### config.mk
export PLATFORM = sky130hd
export DESIGN_NAME = conv_load_ctrl
export DESIGN_NICKNAME = d
export VERILOG_FILES = /design/src/rtl/conv_pkg.sv /design/src/rtl/beat_addr_cnt.sv /design/src/rtl/conv_load_ctrl.sv
export SDC_FILE = /design/constraint.sdc
export NUM_CORES = 1
export LEC_CHECK = 0
export CORE_AREA = 2 2 47 49
export CTS_CLUSTER_SIZE = 25
export DETAILED_ROUTE_END_ITERATION = 8
export DIE_AREA = 0 0 49 51
export GPL_TIMING_DRIVEN = 0
export PLACE_DENSITY = 0.71
export SYNTH_ARGS = -nofsm -noshare
export SYNTH_HDL_FRONTEND = slang
export SYNTH_SLANG_ARGS = --single-unit
### constraint.sdc
create_clock -name clk -period 2 [get_ports clk]
set_input_delay 0.4 -clock clk [delete_from_list [all_inputs] [get_ports clk]]
set_output_delay 0.4 -clock clk [all_outputs]
set_load 0.01 [all_outputs]
### src/rtl/conv_pkg.sv
// Shared definitions for the convolution load/run sequencer: FSM encoding and buffer depths.
package conv_pkg;

  localparam int KW3_DEPTH_C  = 9;
  localparam int KW5_DEPTH_C  = 25;
  localparam int IFMD_DEPTH_C = 64;

  localparam logic [2:0] ST_IDLE    = 3'd0;
  localparam logic [2:0] ST_KW_WR   = 3'd1;
  localparam logic [2:0] ST_IFMD_WR = 3'd2;
  localparam logic [2:0] ST_START   = 3'd3;
  localparam logic [2:0] ST_RUN     = 3'd4;

  typedef enum logic [2:0] {
    IDLE    = ST_IDLE,
    KW_WR   = ST_KW_WR,
    IFMD_WR = ST_IFMD_WR,
    START   = ST_START,
    RUN     = ST_RUN
  } state_e;

endpackage

### src/rtl/beat_addr_cnt.sv
// Beat-driven write address counter with a run-time terminal index; shared by both load phases.
module beat_addr_cnt #(
  parameter int ADDR_WIDTH = 6
) (
  input  logic                  clk,
  input  logic                  rst,
  input  logic                  clr,
  input  logic                  inc,
  input  logic [ADDR_WIDTH-1:0] limit,
  output logic [ADDR_WIDTH-1:0] cnt,
  output logic                  last
);

  assign last = (cnt == limit);

  // Clear wins over increment; holding at the limit keeps the count inside the phase.
  always_ff @(posedge clk) begin
    if (!rst || clr) begin
      cnt <= '0;
    end else if (inc && !last) begin
      cnt <= cnt + 1'b1;
    end
  end

endmodule

### src/rtl/conv_load_ctrl.sv
// Load/run sequencer: streams kernel then feature-map words into memory, launches the core, reports done.
module conv_load_ctrl
  import conv_pkg::*;
#(
  parameter int DATA_WIDTH = 8,
  parameter int KW3_DEPTH  = KW3_DEPTH_C,
  parameter int KW5_DEPTH  = KW5_DEPTH_C,
  parameter int IFMD_DEPTH = IFMD_DEPTH_C,
  parameter int ADDR_WIDTH = 6
) (
  input  logic                  clk,
  input  logic                  rst,
  input  logic                  in_st,
  input  logic                  is_5x5,
  input  logic                  in_valid,
  input  logic [DATA_WIDTH-1:0] in_data,
  output logic                  in_ready,
  output logic                  kw_we,
  output logic                  ifmd_we,
  output logic [ADDR_WIDTH-1:0] wr_addr,
  output logic [DATA_WIDTH-1:0] wr_data,
  output logic                  mode_5x5,
  output logic                  conv_start,
  input  logic                  conv_done,
  output logic                  busy,
  output logic                  done
);

  state_e                  state_q, state_d;
  logic                    mode_q;
  logic                    done_q;
  logic                    cnt_clr;
  logic                    cnt_inc;
  logic                    cnt_last;
  logic [ADDR_WIDTH-1:0]   cnt;
  logic [ADDR_WIDTH-1:0]   limit;

  beat_addr_cnt #(
    .ADDR_WIDTH(ADDR_WIDTH)
  ) u_cnt (
    .clk  (clk),
    .rst  (rst),
    .clr  (cnt_clr),
    .inc  (cnt_inc),
    .limit(limit),
    .cnt  (cnt),
    .last (cnt_last)
  );

  // A beat only exists in the write states, so either write enable marks one.
  assign cnt_inc = kw_we | ifmd_we;

  always_comb begin
    state_d    = state_q;
    in_ready   = 1'b0;
    kw_we      = 1'b0;
    ifmd_we    = 1'b0;
    conv_start = 1'b0;
    cnt_clr    = 1'b0;
    limit      = ADDR_WIDTH'(IFMD_DEPTH - 1);
    case (state_q)
      IDLE: begin
        if (in_st) begin
          cnt_clr = 1'b1;
          state_d = KW_WR;
        end
      end
      KW_WR: begin
        in_ready = 1'b1;
        kw_we    = in_valid;
        limit    = mode_q ? ADDR_WIDTH'(KW5_DEPTH - 1) : ADDR_WIDTH'(KW3_DEPTH - 1);
        if (in_valid && cnt_last) begin
          cnt_clr = 1'b1;
          state_d = IFMD_WR;
        end
      end
      IFMD_WR: begin
        in_ready = 1'b1;
        ifmd_we  = in_valid;
        if (in_valid && cnt_last) begin
          cnt_clr = 1'b1;
          state_d = START;
        end
      end
      START: begin
        conv_start = 1'b1;
        state_d    = RUN;
      end
      RUN: begin
        if (conv_done) begin
          state_d = IDLE;
        end
      end
      default: state_d = IDLE;
    endcase
  end

  always_ff @(posedge clk) begin
    if (!rst) begin
      state_q <= IDLE;
      mode_q  <= 1'b0;
      done_q  <= 1'b0;
    end else begin
      state_q <= state_d;
      done_q  <= (state_q == RUN) && conv_done;
      if (state_q == IDLE && in_st) begin
        mode_q <= is_5x5;
      end
    end
  end

  assign wr_addr  = cnt;
  assign wr_data  = in_data;
  assign mode_5x5 = mode_q;
  assign busy     = (state_q != IDLE);
  assign done     = done_q;

endmodule

; After elaboration in Yosys (flattened, before gate mapping)
; Cells that the tools add are included.
; Widths: inputs -> output; s select.
[totals]
register_bits = 11
word_cells = 40
output_inout_bits = 21
[op_classes]
n_reduce_logical = 11
n_bitwise = 1
muxes = 14
n_eq_ne = 9
n_addsub = 1
[ops]
columns = op, count
row1 = $pmux 3 s5, 1
row2 = $mux 3, 4
row3 = $ne 2x2->1 const B, 4
row4 = $add 6x1->6 const B, 1
row5 = $eq 3x2->1 const B, 2
row6 = $eq 6x6->1, 1
row7 = $mux 1, 6
row8 = $mux 6, 1
row9 = $mux 5, 1
row10 = $logic_and 1x1->1, 4
row11 = $reduce_and 4->1, 1
row12 = $eq 3x1->1 const B, 1
row13 = $eq 3x3->1 const B, 1
row14 = $logic_not 3->1, 1
row15 = $reduce_bool 3->1, 1
row16 = $logic_not 1->1, 2
row17 = $pmux 1 s2, 1
row18 = $reduce_or 2->1, 1
row19 = $logic_or 1x1->1, 1
row20 = $or 1x1->1, 1

; Longest topological paths before layout
[depth]
word_depth = 7
ltp_mapped = 6

; By module
; A second synthesis with hierarchy kept.
[hier_totals]
cells_unflattened = 105
hier_area_um2 = 892.1
[modules_own_cells]
columns = mod, instances, area_per_inst_um2, cells_each
row1 = beat_addr_cnt, 1, 489.2, 59
row2 = conv_load_ctrl, 1, 402.9, 46

; Least setup slack after synthesis
; Ideal clock, no wire load.
[synth_timing]
kind = flip-flop to flip-flop
start = register state_q[2]
end = register u_cnt.cnt[5]
stages_incl_launch_ff = 6
setup_slack_ns = 0.293
arrival_ns = 1.635
n_path_buf = 0
t_required_ns = 1.928
cell_sequence = dfxtp_1 or3b_4 a211oi_2 a22oi_2 or4_1 a21oi_1
[synth_between]
elab_chain_cells = 7
elab_cells_between_ends = 15
classes_between = 3 x eq/ne / 5 x mux / 1 x bitwise / 6 x reduce/logical
[synth_rtl]
columns = element, line_no
row1 = from (decl), conv_load_ctrl.sv:29  ; state_e state_q, state_d;
row2 = from (signal assigned), conv_load_ctrl.sv:104  ; state_q <= state_d;
row3 = $eq 3x1->1, conv_load_ctrl.sv:61  ; case (state_q)
row4 = $mux 6, conv_load_ctrl.sv:61
row5 = $eq 6x6->1, beat_addr_cnt.sv:14  ; assign last = (cnt == limit);
row6 = $logic_and 1x1->1, "conv_load_ctrl.sv:72, conv_load_ctrl.sv:80"
row7 = $mux 1, "conv_load_ctrl.sv:72, conv_load_ctrl.sv:80"
row8 = $pmux 1 s2, conv_load_ctrl.sv:61
row9 = $logic_or 1x1->1, beat_addr_cnt.sv:18  ; if (!rst || clr) begin
row10 = to (signal assigned), beat_addr_cnt.sv:21  ; cnt <= cnt + 1'b1;
row11 = to (decl), beat_addr_cnt.sv:10  ; output logic [ADDR_WIDTH-1:0] cnt,
; Parallel ways exist; a longest one is shown, timed or not.
; A chain may end at the register's enable or synchronous reset.

; Final worst setup path
[layout_timing]
start = input port in_valid
end = register u_cnt.cnt[5]
[layout_between]
elab_chain_cells = 4
elab_cells_between_ends = 8
classes_between = 4 x mux / 1 x bitwise / 3 x reduce/logical
[layout_rtl]
columns = element, line_no
row1 = from (decl), conv_load_ctrl.sv:15  ; input logic in_valid,
row2 = $logic_and 1x1->1, "conv_load_ctrl.sv:72, conv_load_ctrl.sv:80"
row3 = $mux 1, "conv_load_ctrl.sv:72, conv_load_ctrl.sv:80"
row4 = $pmux 1 s2, conv_load_ctrl.sv:61
row5 = $logic_or 1x1->1, beat_addr_cnt.sv:18
; Parallel ways exist; a longest one is shown, timed or not.

==> flow_summary.ini <==
[sta]
holdWs_ns = 0.499
fmax_mhz = 525
min_period_ns = 1.91
slew_headroom_pct = 66.1
rsz0062_at_grt = no
hold_violations = 0
slew_viol_final = 0
fin_crit_sh_pct = 95.3
skew_ns = 0.00855
worst_pin_slew_ns = 0.506
setup_viol = 0

[yosys]
syn_inst = 92
synth_cell_type_count = 36
synth_ff_type = dfxtp_1
syn_avg_cell_area_um2 = 8.05
syn_nets = 107
synth-edff-count = 0
synth.largest_area_cell = dfxtp_1
async_flop_share_pct = 0
yosysWarnings = 0
yosys-top-cells-area = dfxtp_1, buf_4, nand2_1
synth_top_cell_area_share_pct = 29.7
syn-cell-area_um2 = 741
yosysSeqAreaShare_pct = 29.7
ys_ff_latch = 11

[placed_design]
dp_hpwl_um = 1290
routabilityCongestion = 0.743
port_buffers = 25

[pwr]
power_leakage_uw = 0.000417
irDropWorstVdd_mv = 0.348
finalPower_uw = 735
power_density_mw_per_mm2 = 688

[clocking]
clock-sinks = 11
clk_latency_ns = 0.27
cts_tree = yes
clock_path_buffers = 2
clkSlewWorstSetupHoldPaths_ns = 0.06
cts-resized-gates = 8
htreeDepth = 1
cts.hold.buffers_added = 0
cts_root_buf = clkbuf_4
numCtsBuffers = 3
cts_setup_buffers = 0

[grt]
grt_usage_pct = 13.5
grt_max_degree = 11
overflow = 0
grt_pass1_wl_um = 2620
grt_pass1_vias = 653
antenna_found_initial = 0

[route]
drt_iter0_drc = 6
drcViolationCount = 0
ant_nets = 0
wire_per_inst_um = 11.1
avgViaCountPerCell = 4.85
dr.pass1.iters = 3
routed_wl_um = 1650
vias = 723

[worst_setup_path]
crit_path_end_kind = flip-flop
crit_buf_inv = 1
slowest_delay_ns = 0.53
start_kind = input pin
r2r-end = u_cnt.cnt[5]$_SDFFE_PP0P_
reg2reg_slack_ns = 0.11
required_ns = 2.19
slowest_stage = clkdlybuf4s50_1
crit_chain = clkdlybuf4s50_1 > nand2b_1 > a211oi_2 > a22oi_2 > or4_1 > a21oi_1
r2r-start = state_q[0]$_SDFFE_PN0P_
critical_path_class = input pin to flip-flop
worst-r2r-cell-count = 5
cp_top_family = simple AND/OR/NAND/NOR gates
crit_fanout = 9
critPathArrivalTime_ns = 2.10

[min_path]
hold_path_class = input pin to flip-flop
min_from = rst
holdPathStages = 3
hold_end = state_q[2]$_SDFFE_PN0P_

[final_layout]
mostFrequentLayoutCells = clkdlybuf4s50_1, nand2_1, dfxtp_1
diodes = 0
fin_nets = 137
final_layout_size_suffix_gt1_share_pct = 19.0
area_delta_synth_final_pct = 44.3
final_common_cell = clkdlybuf4s50_1

[floorplan]
die-area_mm2 = 0.00250
die_w_um = 49
io_pins = 35
die_h_um = 51
coreArea_mm2 = 0.00206
rows = 17
start_util_pct = 35.9

[run_status]
status = finished clean

[job]
maxCapViolations = 0
tightest hold or removal path, cell delays in order:
cell	delay, ns
clkbuf_1	0.17
nand2_1	0.10
o21ai_1	0.05
flip-flops by register name, summed over array words and instances, names as in the netlist:
| signal | flops |
|---|---|
| state_q | 3 |
| mode_5x5 | 1 |
| done | 1 |
| u_cnt.cnt | 6 |
cell type report:
| type | instances | area [um^2] |
|---|---|---|
| fill | 217 | 995 |
| multi-input combinational | 67 | 435 |
| timing repair buffer | 25 | 248 |
| sequential | 11 | 220 |
| buffer | 12 | 96.3 |
| tap | 28 | 35.0 |
| clock buffer | 4 | 26.3 |
| inverter | 2 | 7.51 |
Yosys cell counts (2+ instances only):
cell type	number
mux2i_1	3
nor4b_1	2
o21ai_0	6
dfxtp_1	11
or3_1	4
o21ai_1	3
nand2_1	12
a21oi_1	5
buf_4	10
nand3_1	3
nor2_1	7
o31ai_1	2
per-stage QoR:
step / setup TNS, ns / instances / instance area (um^2) / setup slack, ns / utilization (%)
final: 0 / 149 / 1070 / 0.0946 / 51.8
after floorplan: 0 / 92 / 741 / 0.293 / -
after CTS: 0 / 149 / 1070 / 0.0194 / 51.7
after global placement: -0.177 / 145 / 1030 / -0.119 / 49.7
after global routing: 0 / 149 / 1070 / 0.0328 / 51.8
after detailed placement: -0.276 / 145 / 1030 / -0.181 / 49.7
routing by layer:
metal / up-vias / GRT usage (%) / wire length [um] / share of wire (%)
met4: 0 / 6.67 / 14 / 0.85
met3: 2 / 3.22 / 110 / 6.7
met2: 25 / 25.1 / 808 / 49
li1: 376 / - / - / -
met5: - / 0 / 0 / 0
met1: 320 / 14.2 / 719 / 43
logic make-up after synthesis:
logic type      count (synthesis)  synth area share, %
compound gates                 22                 19.4
xor+xnor                        2                 3.38
buf+inv                        14                 12.7
flops                          11                 29.7
fa+ha+maj                       1                 1.69
mux                             3                 4.05
simple gates                   39                 29.1
worst max path at each step:
stage                            startpoint                        end  slack [ns]  cells after the start
finish                             in_valid  u_cnt.cnt[5]$_SDFFE_PP0P_        0.09                      6
CTS                 state_q[1]$_SDFFE_PN0P_                 conv_start        0.02                      4
global placement                   in_valid  u_cnt.cnt[5]$_SDFFE_PP0P_       -0.12                      6
floorplan           state_q[2]$_SDFFE_PN0P_  u_cnt.cnt[5]$_SDFFE_PP0P_        0.29                      5
detailed placement                 in_valid  u_cnt.cnt[5]$_SDFFE_PP0P_       -0.18                      6
global route        state_q[0]$_SDFFE_PN0P_  u_cnt.cnt[5]$_SDFFE_PP0P_        0.03                      5
where the power goes:
group          leakage (uW)  total, uW  switching (uW)  internal [uW]
registers         0.0000891        252            17.5            234
clock network     0.0000150        154            76.5           77.2
logic              0.000313        330             159            171
total              0.000417        735             253            482
No activity file was read; power rests on OpenSTA's default activity.
